$ cat src/rtl/dt_pkg.sv
// Shared types and constants for the decision-tree walker: node field offsets,
// FSM state encoding, Q32.32 feature type and default sizing.
package dt_pkg;

  localparam int DEF_NUM_FEATURES = 8;
  localparam int DEF_FIDX_W       = 3;
  localparam int DEF_NODE_AW      = 8;
  localparam int DEF_CLASS_W      = 4;
  localparam int DEF_MAX_DEPTH    = 32;

  // Node word, LSB upward: thr | right | left | fidx | is_leaf
  localparam int THR_W     = 64;
  localparam int THR_LSB   = 0;
  localparam int RIGHT_LSB = THR_LSB + THR_W;

  function automatic int left_lsb(input int node_aw);
    return RIGHT_LSB + node_aw;
  endfunction

  function automatic int fidx_lsb(input int node_aw);
    return RIGHT_LSB + 2 * node_aw;
  endfunction

  typedef logic signed [63:0] q32_32_t;

  typedef enum logic [1:0] {
    S_IDLE   = 2'd0,
    S_FETCH  = 2'd1,
    S_DECODE = 2'd2,
    S_DONE   = 2'd3
  } dt_state_t;

endpackage

$ cat src/rtl/dt_feature_rf.sv
// Feature register file: one write port, one combinational read port.
// Out-of-range writes are dropped and out-of-range reads return zero.
module dt_feature_rf
  import dt_pkg::*;
#(
  parameter int NUM_FEATURES = DEF_NUM_FEATURES,
  parameter int FIDX_W       = DEF_FIDX_W
) (
  input  logic              clk,
  input  logic              rst,
  input  logic              we,
  input  logic [FIDX_W-1:0] widx,
  input  q32_32_t           wdata,
  input  logic [FIDX_W-1:0] ridx,
  output q32_32_t           rdata
);

  q32_32_t regs [NUM_FEATURES];

  always_ff @(posedge clk) begin
    if (rst) begin
      for (int i = 0; i < NUM_FEATURES; i++) regs[i] <= '0;
    end else if (we && (int'(widx) < NUM_FEATURES)) begin
      regs[widx] <= wdata;
    end
  end

  assign rdata = (int'(ridx) < NUM_FEATURES) ? regs[ridx] : '0;

endmodule

$ cat src/rtl/dt_tree_walker.sv
// Walks a decision tree held in external sync-read node memory and returns the
// leaf class. Optional macro DT_DEPTH_OUT_EN adds the result_depth output.
module dt_tree_walker
  import dt_pkg::*;
#(
  parameter  int NUM_FEATURES = DEF_NUM_FEATURES,
  parameter  int FIDX_W       = DEF_FIDX_W,
  parameter  int NODE_AW      = DEF_NODE_AW,
  parameter  int CLASS_W      = DEF_CLASS_W,
  parameter  int MAX_DEPTH    = DEF_MAX_DEPTH,
  localparam int NODE_W       = 1 + FIDX_W + 2 * NODE_AW + THR_W,
  localparam int DEPTH_W      = $clog2(MAX_DEPTH + 1)
) (
  input  logic               clk,
  input  logic               rst,
  input  logic               feat_we,
  input  logic [FIDX_W-1:0]  feat_idx,
  input  logic [63:0]        feat_data,
  input  logic               start,
  output logic               busy,
  output logic               node_rd_en,
  output logic [NODE_AW-1:0] node_addr,
  input  logic [NODE_W-1:0]  node_data,
  output logic               result_valid,
  input  logic               result_ready,
  output logic [CLASS_W-1:0] result_class,
  output logic               result_err,
  output dt_state_t          dbg_state
`ifdef DT_DEPTH_OUT_EN
  ,
  output logic [DEPTH_W-1:0] result_depth
`endif
);

  localparam int LEFT_LSB = left_lsb(NODE_AW);
  localparam int FIDX_LSB = fidx_lsb(NODE_AW);

  dt_state_t          state, state_nx;
  logic [NODE_AW-1:0] addr;
  logic [DEPTH_W-1:0] depth;
  logic [CLASS_W-1:0] cls_q;
  logic               err_q;

  logic               is_leaf;
  logic [FIDX_W-1:0]  n_fidx;
  logic [NODE_AW-1:0] n_left, n_right;
  q32_32_t            n_thr, feat_val;
  logic               fidx_bad, depth_max, go_left, dec_stop;

  assign is_leaf   = node_data[NODE_W-1];
  assign n_fidx    = node_data[FIDX_LSB +: FIDX_W];
  assign n_left    = node_data[LEFT_LSB +: NODE_AW];
  assign n_right   = node_data[RIGHT_LSB +: NODE_AW];
  assign n_thr     = node_data[THR_LSB +: THR_W];
  assign fidx_bad  = int'(n_fidx) >= NUM_FEATURES;
  assign depth_max = depth == DEPTH_W'(MAX_DEPTH - 1);
  assign go_left   = feat_val <= n_thr;
  assign dec_stop  = is_leaf || fidx_bad || depth_max;

  // Features are only writable while no walk or result is pending.
  dt_feature_rf #(
    .NUM_FEATURES (NUM_FEATURES),
    .FIDX_W       (FIDX_W)
  ) u_rf (
    .clk   (clk),
    .rst   (rst),
    .we    (feat_we && (state == S_IDLE)),
    .widx  (feat_idx),
    .wdata (feat_data),
    .ridx  (n_fidx),
    .rdata (feat_val)
  );

  always_ff @(posedge clk) begin
    if (rst) state <= S_IDLE;
    else     state <= state_nx;
  end

  always_comb begin
    state_nx = state;
    case (state)
      S_IDLE:   if (start) state_nx = S_FETCH;
      S_FETCH:  state_nx = S_DECODE;
      S_DECODE: state_nx = dec_stop ? S_DONE : S_FETCH;
      S_DONE:   if (result_ready) state_nx = S_IDLE;
      default:  state_nx = S_IDLE;
    endcase
  end

  // Result handshake: result_valid stays high with class/err frozen until the
  // cycle result_ready is also high; the transfer happens in that cycle.
  always_comb begin
    busy         = (state == S_FETCH) || (state == S_DECODE);
    node_rd_en   = (state == S_FETCH);
    result_valid = (state == S_DONE);
  end

  always_ff @(posedge clk) begin
    if (rst) begin
      addr  <= '0;
      depth <= '0;
      cls_q <= '0;
      err_q <= 1'b0;
    end else begin
      case (state)
        S_IDLE: begin
          if (start) begin
            addr  <= '0;
            depth <= '0;
          end
        end
        S_DECODE: begin
          if (is_leaf) begin
            cls_q <= n_thr[CLASS_W-1:0];
            err_q <= 1'b0;
          end else if (fidx_bad || depth_max) begin
            cls_q <= '0;
            err_q <= 1'b1;
          end else begin
            addr  <= go_left ? n_left : n_right;
            depth <= depth + 1'b1;
          end
        end
        default: ;
      endcase
    end
  end

  assign node_addr    = addr;
  assign result_class = cls_q;
  assign result_err   = err_q;
  assign dbg_state    = state;

`ifdef DT_DEPTH_OUT_EN
  assign result_depth = depth;
`endif

endmodule
$ cat config.mk
export PLATFORM = sky130hd
export DESIGN_NAME = dt_tree_walker
export DESIGN_NICKNAME = d
export VERILOG_FILES = /design/src/rtl/dt_pkg.sv /design/src/rtl/dt_feature_rf.sv /design/src/rtl/dt_tree_walker.sv
export SDC_FILE = /design/constraint.sdc
export NUM_CORES = 1
export LEC_CHECK = 0
export ABC_AREA = 1
export BUFFER_PORTS_ARGS = -buffer_cell sky130_fd_sc_hd__buf_2
export CORE_MARGIN = 5
export CORE_UTILIZATION = 31
export DETAILED_ROUTE_END_ITERATION = 10
export GPL_TIMING_DRIVEN = 0
export PLACE_DENSITY = 0.46
export SYNTH_ARGS = -nofsm -noshare
export SYNTH_HDL_FRONTEND = slang
export SYNTH_SLANG_ARGS = --single-unit
$ cat constraint.sdc
create_clock -name clk -period 3.1 [get_ports clk]
set_input_delay 0.31 -clock clk [delete_from_list [all_inputs] [get_ports clk]]
set_output_delay 0.31 -clock clk [all_outputs]
set_load 0.03 [all_outputs]
Word-level counts from Yosys, hierarchy flattened
Memory sizes are Yosys's and may differ from the RTL's.
Cells that the tools add are included.
{"block": "totals", "mem_bits_rw": 512, "out_inout_bits": 18, "mem_bits_ro": 0, "reg_bits": 21, "wordCells": 51, "mem_count": 1, "latchBits": 0}
{"block": "op_classes", "mul": 0, "n_div": 0, "mux": 25, "n_bitwise": 0, "n_shift": 0, "n_eq_ne": 8, "reduce_logical": 10, "n_addsub": 1, "n_lt_le_gt_ge": 1}
{"memory": "u_rf.regs", "depth": 8, "word_bits": 64, "read_ports": 1, "rd_clocked_by_memory_dff": 0, "wr": 8, "line_no": "dt_feature_rf.sv:18", "source": "q32_32_t regs [NUM_FEATURES];"}
{"operator": "64-bit less-or-equal comparator", "n": 1}
{"operator": "64-bit two-way mux", "n": 1}
{"operator": "64-bit OR reduction", "n": 1}
{"operator": "8-bit two-way mux", "n": 4}
{"operator": "6-bit two-way mux", "n": 3}
{"operator": "8-bit case mux with 2 select lines", "n": 1}
{"operator": "6-bit case mux with 2 select lines", "n": 1}
{"operator": "1-bit two-way mux", "n": 8}
{"operator": "4-bit two-way mux", "n": 2}
{"operator": "2-bit case mux with 4 select lines", "n": 1}
{"operator": "6-bit by 1-bit adder with 6-bit output (second input constant)", "n": 1}
{"operator": "6-bit by 5-bit == test with 1-bit output (second input constant)", "n": 1}
{"operator": "2-bit two-way mux", "n": 3}
{"operator": "2-bit != test (second input constant)", "n": 3}
{"operator": "2-bit == test (second input constant)", "n": 2}
{"operator": "2-bit AND reduction", "n": 2}
{"operator": "4-bit AND reduction", "n": 1}
{"operator": "2-bit nonzero test", "n": 2}
{"operator": "3-bit two-way mux", "n": 1}
{"operator": "2-bit by 1-bit == test with 1-bit output (second input constant)", "n": 1}
{"operator": "2-bit logical NOT", "n": 1}
{"operator": "1-bit logical OR", "n": 2}
{"operator": "2-bit by 1-bit != test with 1-bit output (second input constant)", "n": 1}
{"operator": "1-bit logical AND", "n": 1}

Depth between registers and ports, before layout
Gate-level depths: netlist (run 1).
{"block": "logic_depth", "word_depth": 7, "ltp_mapped": 25, "depth_no_buf": 21}

Modules after synthesis
From an unflattened synthesis (run 1), not the netlist that was laid out.
{"block": "hier_totals", "cells_unflattened": 3330, "hier_area_um2": 27864.2}
{"module": "dt_feature_rf", "cells_each": 2873, "area_per_inst_um2": 24917.6, "n_inst": 1}
{"module": "dt_tree_walker", "cells_each": 457, "area_per_inst_um2": 2946.6, "n_inst": 1}

Worst setup path before layout (run 1)
Ideal clock, no wire load.
{"block": "synth_timing", "path_kind": "register to register", "startpoint": "register state[0], in the netlist dbg_state[0]", "endpoint": "memory u_rf.regs[6][0] in the netlist's numbering (enable)", "setup_ns": 0.688, "stages_incl_launch_ff": 9, "arrival_ns": 2.813, "t_required_ns": 2.412, "path_buffers": 2, "setup_slack_ns": -0.400, "period_less_slack_ns": 3.500, "path_cell_list": "dfxtp_1 -> inv_1 -> ha_1 -> nand3_1 -> nor2_1 -> nand2_1 -> clkbuf_1 -> buf_1 -> nand2_1"}
{"element": "from (decl)", "line_no": "dt_tree_walker.sv:38", "source": "dt_state_t state, state_nx;"}
{"element": "from (signal assigned)", "line_no": "dt_tree_walker.sv:76", "source": "else state <= state_nx;"}
{"element": "to (decl)", "line_no": "dt_feature_rf.sv:18"}

Worst setup path in the final report (run 1)
{"block": "layout_timing", "startpoint": "input node_data[80]", "endpoint": "register addr[1], in the netlist node_addr[1]"}
{"block": "layout_via", "elab_chain_len": 6}
{"element": "from (decl)", "line_no": "dt_tree_walker.sv:23", "source": "input logic [NODE_W-1:0] node_data,"}
{"element": "memory 8 x 64 bit"}
{"element": "64-bit less-or-equal comparator", "line_no": "dt_tree_walker.sv:57", "source": "assign go_left = feat_val <= n_thr;"}
{"element": "8-bit two-way mux", "line_no": "dt_tree_walker.sv:120", "source": "addr <= go_left ? n_left : n_right;"}
{"element": "8-bit two-way mux", "line_no": "dt_tree_walker.sv:116", "source": "end else if (fidx_bad || depth_max) begin"}
{"element": "8-bit two-way mux", "line_no": "dt_tree_walker.sv:113", "source": "if (is_leaf) begin"}
{"element": "8-bit case mux with 2 select lines", "line_no": "dt_tree_walker.sv:105", "source": "case (state)"}
{"element": "to (signal assigned)", "line_no": "dt_tree_walker.sv:120"}
{"element": "to (decl)", "line_no": "dt_tree_walker.sv:39", "source": "logic [NODE_AW-1:0] addr;"}
Every way passes these cells. The select of a mux whose other input is x is not followed.
A chain may end at the register's enable or synchronous reset.

==> summary.md, run 1 <==
| Metric | Value |
|---|---|
| Status | finished, final reports clean |
| Gate Count Post-Synth | 2,550 |
| Post-Route Skew | 0.0145 ns |
| Starting density of the core | 0.313 |
| Gr ovfl total | 0 |
| Part of the Yosys area used for sequential elements | 0.636 |
| CP bufs+invs | 7 |
| Antenna Nets Post-Route | 0 |
| Type of the worst setup path | input pin to register |
| Clock buffer depth | 3 |
| Yosys Warn Count | 0 |
| Most common cell after layout, fill and taps aside | nor2_1 |
| Die footprint | 85,800 sq um |
| WL/cell | 21.2 um |
| Area growth syn-to-layout | 21.6% |
| Die Ht | 293 um |
| Worst-path cell chain | buf_6, inv_8, buf_12, buf_12, buf_12, buf_8, nor2_1, o22ai_1, nor2_1, a31oi_2, ha_4, nand2_2, nor2_2, nor3b_4, buf_6, and3b_2, nand2_4, nand2_4, nand2_4, nand3_4, nand2_1, nand3_1, a21oi_1 |
| RSZ-0062 raised after global routing | true |
| Nets | 3,030 |
| CP max-delay cell | a31oi_2 |
| Worst hold path type | input pin to register |
| Share of cells above drive strength 1 | 0.163 |
| Total power | 17,100 uW |
| Slew Limit Fails | 0 |
| Syn avg cell area | 9.74 sq um |
| Worst setup SP type | input pin |
| Largest net degree at the start of global routing | 51 |
| DR pass1 iterations | 6 |
| Flops & latches, synth | 533 |
| Post-layout util | 0.381 |
| Worst path max stage delay | 0.29 ns |
| Peak supply drop | 376 uV |
| Max_slew headroom | 0.379 |
| Tmin final | 3.06 ns |
| Crit-path max FO | 10 |
| Worst-path clk slew | 0.06 ns |
| Port bufs | 173 |
| Placed cell area | 27,300 sq um |
| Final worst-path cycle share | 0.987 |
| Die Wd | 293 um |
| Via count | 19,304 |
| Final worst setup slack | 0.0411 ns |
| Final non-filler cell area | 30,200 sq um |
| Post-synthesis cell area | 24,800 sq um |
| Final HPWL from detailed placement | 56,500 um |
| Average vias per placed instance | 4.95 |
| Worst Tran Pin Value | 0.932 ns |
| Num rows | 103 |
| First-pass GRT wire length | 121,000 um |
| GRT Resource Usage Total | 0.185 |
| Gp weighted congestion | 0.807 |
| P_leak | 0.0124 uW |
| Top delay family on crit path | simple AND/OR/NAND/NOR gates |
| Post-synthesis cell type count | 29 |
| CORE AREA | 79,300 sq um |
| Worst Path Arrival | 3.54 ns |
| Most frequent cells in the layout | nor2_1 (968), edfxtp_1 (512), o21ai_0 (258) |
| Clk sinks | 533 |
| Critical Path RT | 3.59 ns |
| CTS tree | done |
| Fmax | 0.327 GHz |
| Final Hold Fails | 0 |
| TNS Setup | 0 ns |
| Max-Cap Viols | 0 |
| Drt total wl | 82,700 um |
| Root Driver | clkbuf_16 |
| Fillcell total | 7,995 |
| Number of buffers created by CTS | 60 |
| PD cells | 568 nW/um^2 |
| Ports | 174 |
| DR iter-0 viols | 1,478 |
| Skew-Pair Late Insertion Delay | 0.63 ns |
| Drc violations | 0 |
| Vias in the first global route | 19,327 |
| Worst setup EP type | register |
| Antenna violations before repair | 0 |
| Syn Nets | 2,775 |
| H-tree depth | 2 |
| Finish-stage setup viols | 0 |
| Pre-CTS WS | -2.05 ns |
==> metrics by stage <==
stage | cells | hold slack [ns]
floorplan | 2550 | 0.379
global placement | 3773 | 0.452
detailed placement | 3781 | 0.456
CTS | 3883 | 0.00410
global route | 3896 | 0.0255
finish | 3897 | 0.0260
==> kinds of logic (layout without fill, tap and decap cells) <==
kind of cell	after synthesis	in the layout	share of synthesized area
other	0	1	0
AND/OR/NAND/NOR	1157	1160	0.179
AO/OA/AOI/OAI	444	444	0.0968
buffers and inverters	347	640	0.0530
adder cells (fa/ha/maj)	69	69	0.0348
flip-flops	533	533	0.636
==> power breakdown <==
group	total, uW	switching, uW	internal (uW)
clock network	6630	2940	3690
logic	2200	1510	690
registers	8310	91.0	8220
total	17100	4540	12600
==> metal layers <==
| layer | GRT usage | vias to the layer above | wire length (um) |
|---|---|---|---|
| met5 | 0 | - | 0 |
| met4 | 0.0440 | 0 | 1700 |
| met3 | 0.0239 | 98 | 4400 |
| met2 | 0.318 | 549 | 40600 |
| met1 | 0.250 | 9516 | 36000 |
| li1 | - | 9141 | - |
==> worst register-to-register path: cells and delay by family, from the launching register on <==
| kind | cells | cell delay [ns] |
|---|---|---|
| AOI/OAI and AO/OA | 4 | 0.42 |
| adders and majority gates | 1 | 0.32 |
| buffers and inverters | 1 | 0.15 |
| DFF | 1 | 0.37 |
| and+or+nand+nor | 12 | 1.60 |
==> area by class of cell <==
cell class	instances	area [sq um]	area share
flip-flops and latches	533	15800	0.523
clock buffers	77	1600	0.0528
inverters	191	724	0.0240
well taps	1050	1310	0.0435
clock inverters	26	178	0.00588
diodes	1	2.50	0.0000829
plain buffers	143	960	0.0318
repair buffers	203	1380	0.0457
multi-input cells	1673	8250	0.273
==> state kept, by name, indices dropped and copies added (netlist names) <==
| signal | count |
|---|---|
| result_class | 4 |
| u_rf.regs | 512 |
| dbg_state | 2 |
| depth | 6 |
| result_err | 1 |
| node_addr | 8 |
==> synth_stat cells <==
| cell | n | area share |
|---|---|---|
| a21oi_1 | 41 | 0.0083 |
| nor3b_1 | 1 | 0.00030 |
| buf_2 | 11 | 0.0022 |
| nor3_1 | 8 | 0.0016 |
| a21o_1 | 3 | 0.00091 |
| edfxtp_1 | 512 | 0.62 |
| ha_1 | 69 | 0.035 |
| o21a_1 | 1 | 0.00030 |
| buf_1 | 32 | 0.0048 |
| nor2_1 | 983 | 0.15 |
| nand2_1 | 132 | 0.020 |
| nand3_2 | 1 | 0.00040 |
| clkinv_1 | 1 | 0.00015 |
| inv_1 | 189 | 0.029 |
| clkbuf_1 | 113 | 0.017 |
| dfxtp_1 | 21 | 0.017 |
| inv_2 | 1 | 0.00015 |
| nand3_1 | 12 | 0.0024 |
| a211oi_1 | 1 | 0.00030 |
| o221ai_1 | 1 | 0.00035 |
| o21ai_0 | 267 | 0.054 |
| and3b_2 | 1 | 0.00040 |
| nand4_1 | 14 | 0.0035 |
| nand3_4 | 1 | 0.00071 |
| nor3b_2 | 1 | 0.00050 |
| a221oi_1 | 1 | 0.00035 |
| o22ai_1 | 64 | 0.016 |
| nand2_2 | 3 | 0.00076 |
| a31oi_1 | 65 | 0.016 |
==> timing repair <==
item,CTS,global route
endpoints found under the setup margin,609,280
pin swaps,12,41
hold endpoints to repair,7,0
resized for setup,175,155
hold buffers,5,0
cloned,2,6
buffers inserted,4,8
==> worst paths after layout <==
kind              depth (start not counted)  slack, ns        startpoint              end
setup reg to reg                         18       0.11  u_rf.regs[5][50]     node_addr[1]
setup / recovery                         23       0.04     node_data[80]     node_addr[1]
hold / removal                            5       0.03     node_data[79]     node_addr[7]
hold reg to reg                           2       0.47   result_class[1]  result_class[1]
Power figures use the tool's default switching activity.
==> run 2, diff against run 1 <==
Settings changed: SETUP_SLACK_MARGIN from default to 0.15.
==> run 2 against run 1 <==
Net effect:
- via count is 0.20% higher
- first-iteration DRC count increased by 6.0%
- critical path depth increased by 3
- clock-buffer cell count did not move
- sequential share of layout area decreased by 0.29 points
- clock power about the same
- register-to-register slack better by 0.05 ns
- non-clock buffer count up 17
- critical endpoint is now node_addr[3]
- largest cell class unchanged
- largest power group unchanged
==> summary.md, run 2 (synthesis gave the netlist of run 1 again) <==
| Metric | Value |
|---|---|
| Root Driver | clkbuf_16 |
| Die footprint | 85,800 sq um |
| Inst Count DP | 3,781 |
| Ports | 174 |
| P_leak | 0.0125 uW |
| CTS tree | done |
| Largest net degree at the start of global routing | 51 |
| Largest register by flop count | u_rf.regs |
| Critical Path RT | 3.66 ns |
| Worst Tran Pin Value | 1.07 ns |
| Number of buffers created by CTS | 60 |
| Peak supply drop | 377 uV |
| FF-to-FF path depth | 18 |
| Top delay family on crit path | simple AND/OR/NAND/NOR gates |
| Crit-path max FO | 8 |
| CORE AREA | 79,300 sq um |
| Clock buffer depth | 3 |
| Sw Share | 0.265 |
| Post-Layout Cell Count | 3,915 |
| Worst setup EP type | register |
| Port bufs | 173 |
| Psw | 4550 uW |
| Final Hold Fails | 0 |
| Skew-Pair Late Insertion Delay | 0.63 ns |
| Most common cell after layout, fill and taps aside | nor2_1 |
| DR pass1 iterations | 6 |
| Slew Limit Fails | 0 |
| Die Ht | 293 um |
| Worst Path Arrival | 3.56 ns |
| CP max-delay cell | ha_1 |
| Fillcell total | 7,984 |
| Final HPWL from detailed placement | 56,500 um |
| Antenna violations before repair | 0 |
| Max reg flops | 512 |
| Gr ovfl total | 0 |
| Post-Route Skew | 0.0148 ns |
| Worst setup SP type | input pin |
| GRT Resource Usage Total | 0.188 |
| Fmax | 0.333 GHz |
| Comb power frac | 0.129 |
| Max-Cap Viols | 0 |
| Vias in the first global route | 19,414 |
| Worst path max stage delay | 0.31 ns |
| Most frequent cells in the layout | nor2_1 (967), edfxtp_1 (512), o21ai_0 (250) |
| Type of the worst setup path | input pin to register |
| Via count | 19,343 |
| Hold_ws | 0.0256 ns |
| Clk sinks | 533 |
| WL/cell | 21.4 um |
| Area growth syn-to-layout | 22.3% |
| Average vias per placed instance | 4.94 |
| Num rows | 103 |
| Antenna Nets Post-Route | 0 |
| Clock share of power | 0.386 |
| Most used cell, CP | nand2_1 |
| TNS Setup | 0 ns |
| Max_slew headroom | 0.288 |
| Int Power | 12,600 uW |
| PD cells | 565 nW/um^2 |
| RSZ-0062 raised after global routing | true |
| Starting density of the core | 0.313 |
| Hold Crit Depth | 5 |
| Reg2reg end | node_addr[2] |
| Antenna Cells | 0 |
| Drc violations | 0 |
| CP bufs+invs | 6 |
| Register share of total power | 0.484 |
| Nets | 3,049 |
| Final worst-path cycle share | 0.968 |
| Worst-path clk slew | 0.06 ns |
| DR iter-0 viols | 1,567 |
| Die Wd | 293 um |
| Status | finished, final reports clean |
| Hold path start | node_data[79] |
| H-tree depth | 2 |
| Flop-to-flop setup slack | 0.16 ns |
| Share of cells above drive strength 1 | 0.166 |
| Finish-stage setup viols | 0 |
| Reg2Reg Launch Point | u_rf.regs[6][51] |
| First-pass GRT wire length | 123,000 um |
| Worst hold path type | input pin to register |
| Drt total wl | 83,800 um |
| Hold endpoint | node_addr[7] |
| Gp weighted congestion | 0.807 |
| Tmin final | 3.00 ns |
==> run 2: changes by cell type in the layout (fill, tap and decap cells not counted), moves of 3 or more <==
cell / previous run / this run
nand2_1: 100 / 114
clkbuf_2: 34 / 37
o21ai_1: 8 / 12
o21ai_0: 258 / 250
o21ai_2: 1 / 5
o22ai_1: 61 / 57
nand2_2: 23 / 12
buf_2: 179 / 189
clkbuf_8: 8 / 15
buf_6: 14 / 4
o22ai_2: 3 / 7
==> run 2: what timing repair did <==
action                                  in CTS  in global routing
hold endpoints to repair                     7                  0
pin swaps                                   33                 23
setup buffers                               13                  2
endpoints found under the setup margin     696                301
cloned                                       8                  3
hold buffers                                 5                  0
gates resized for setup                    258                 64
==> run 2: how the worst max path moves through the flow <==
stage	startpoint	endpoint	depth (start not counted)
floorplan	dbg_state[0]	u_rf.regs[6][0]	8
global placement	dbg_state[0]	u_rf.regs[2][42]	8
detailed placement	node_data[80]	node_addr[0]	24
CTS	node_data[82]	node_addr[4]	19
global route	u_rf.regs[6][51]	node_addr[7]	17
finish	node_data[80]	node_addr[3]	26
==> run 2: final cells by class <==
class	count	area, sq um	area share
clock buffers	77	1600	0.0525
inverters	191	724	0.0239
clock inverters	26	178	0.00585
repair buffers	207	1440	0.0474
flip-flops and latches	533	15800	0.520
well taps	1050	1310	0.0433
multi-input cells	1675	8260	0.272
plain buffers	156	1060	0.0349
==> run 2: tightest hold or removal path, delay by kind of cell <==
kind	cells	cell delay, ns
buf+inv	2	0.13
simple gates	2	0.10
compound gates	1	0.06
==> run 2: stage by stage <==
step	setup slack (ns)	util	area [sq um]	power, uW
after floorplan	-0.400	-	24800	9640
after global placement	-3.11	0.341	27000	10400
after detailed placement	-2.05	0.344	27300	10500
after CTS	0.142	0.380	30100	17200
after global routing	-0.0226	0.383	30400	17800
final	0.0994	0.383	30400	17200
==> run 2: power by group through the flow <==
stage	logic [uW]	clock network, uW	registers, uW
final	2220	6630	8320
after global placement	1930	0	8500
after CTS	2190	6720	8320
after global routing	2450	7030	8340
after floorplan	1140	0	8500
after detailed placement	1990	0	8470
==> run 2: metal layers <==
metal	track usage	vias to the layer above	part of all wire
met5	0	-	0
li1	-	9173	-
met4	0.0424	0	0.021
met1	0.255	9473	0.44
met3	0.0252	99	0.056
met2	0.322	598	0.48
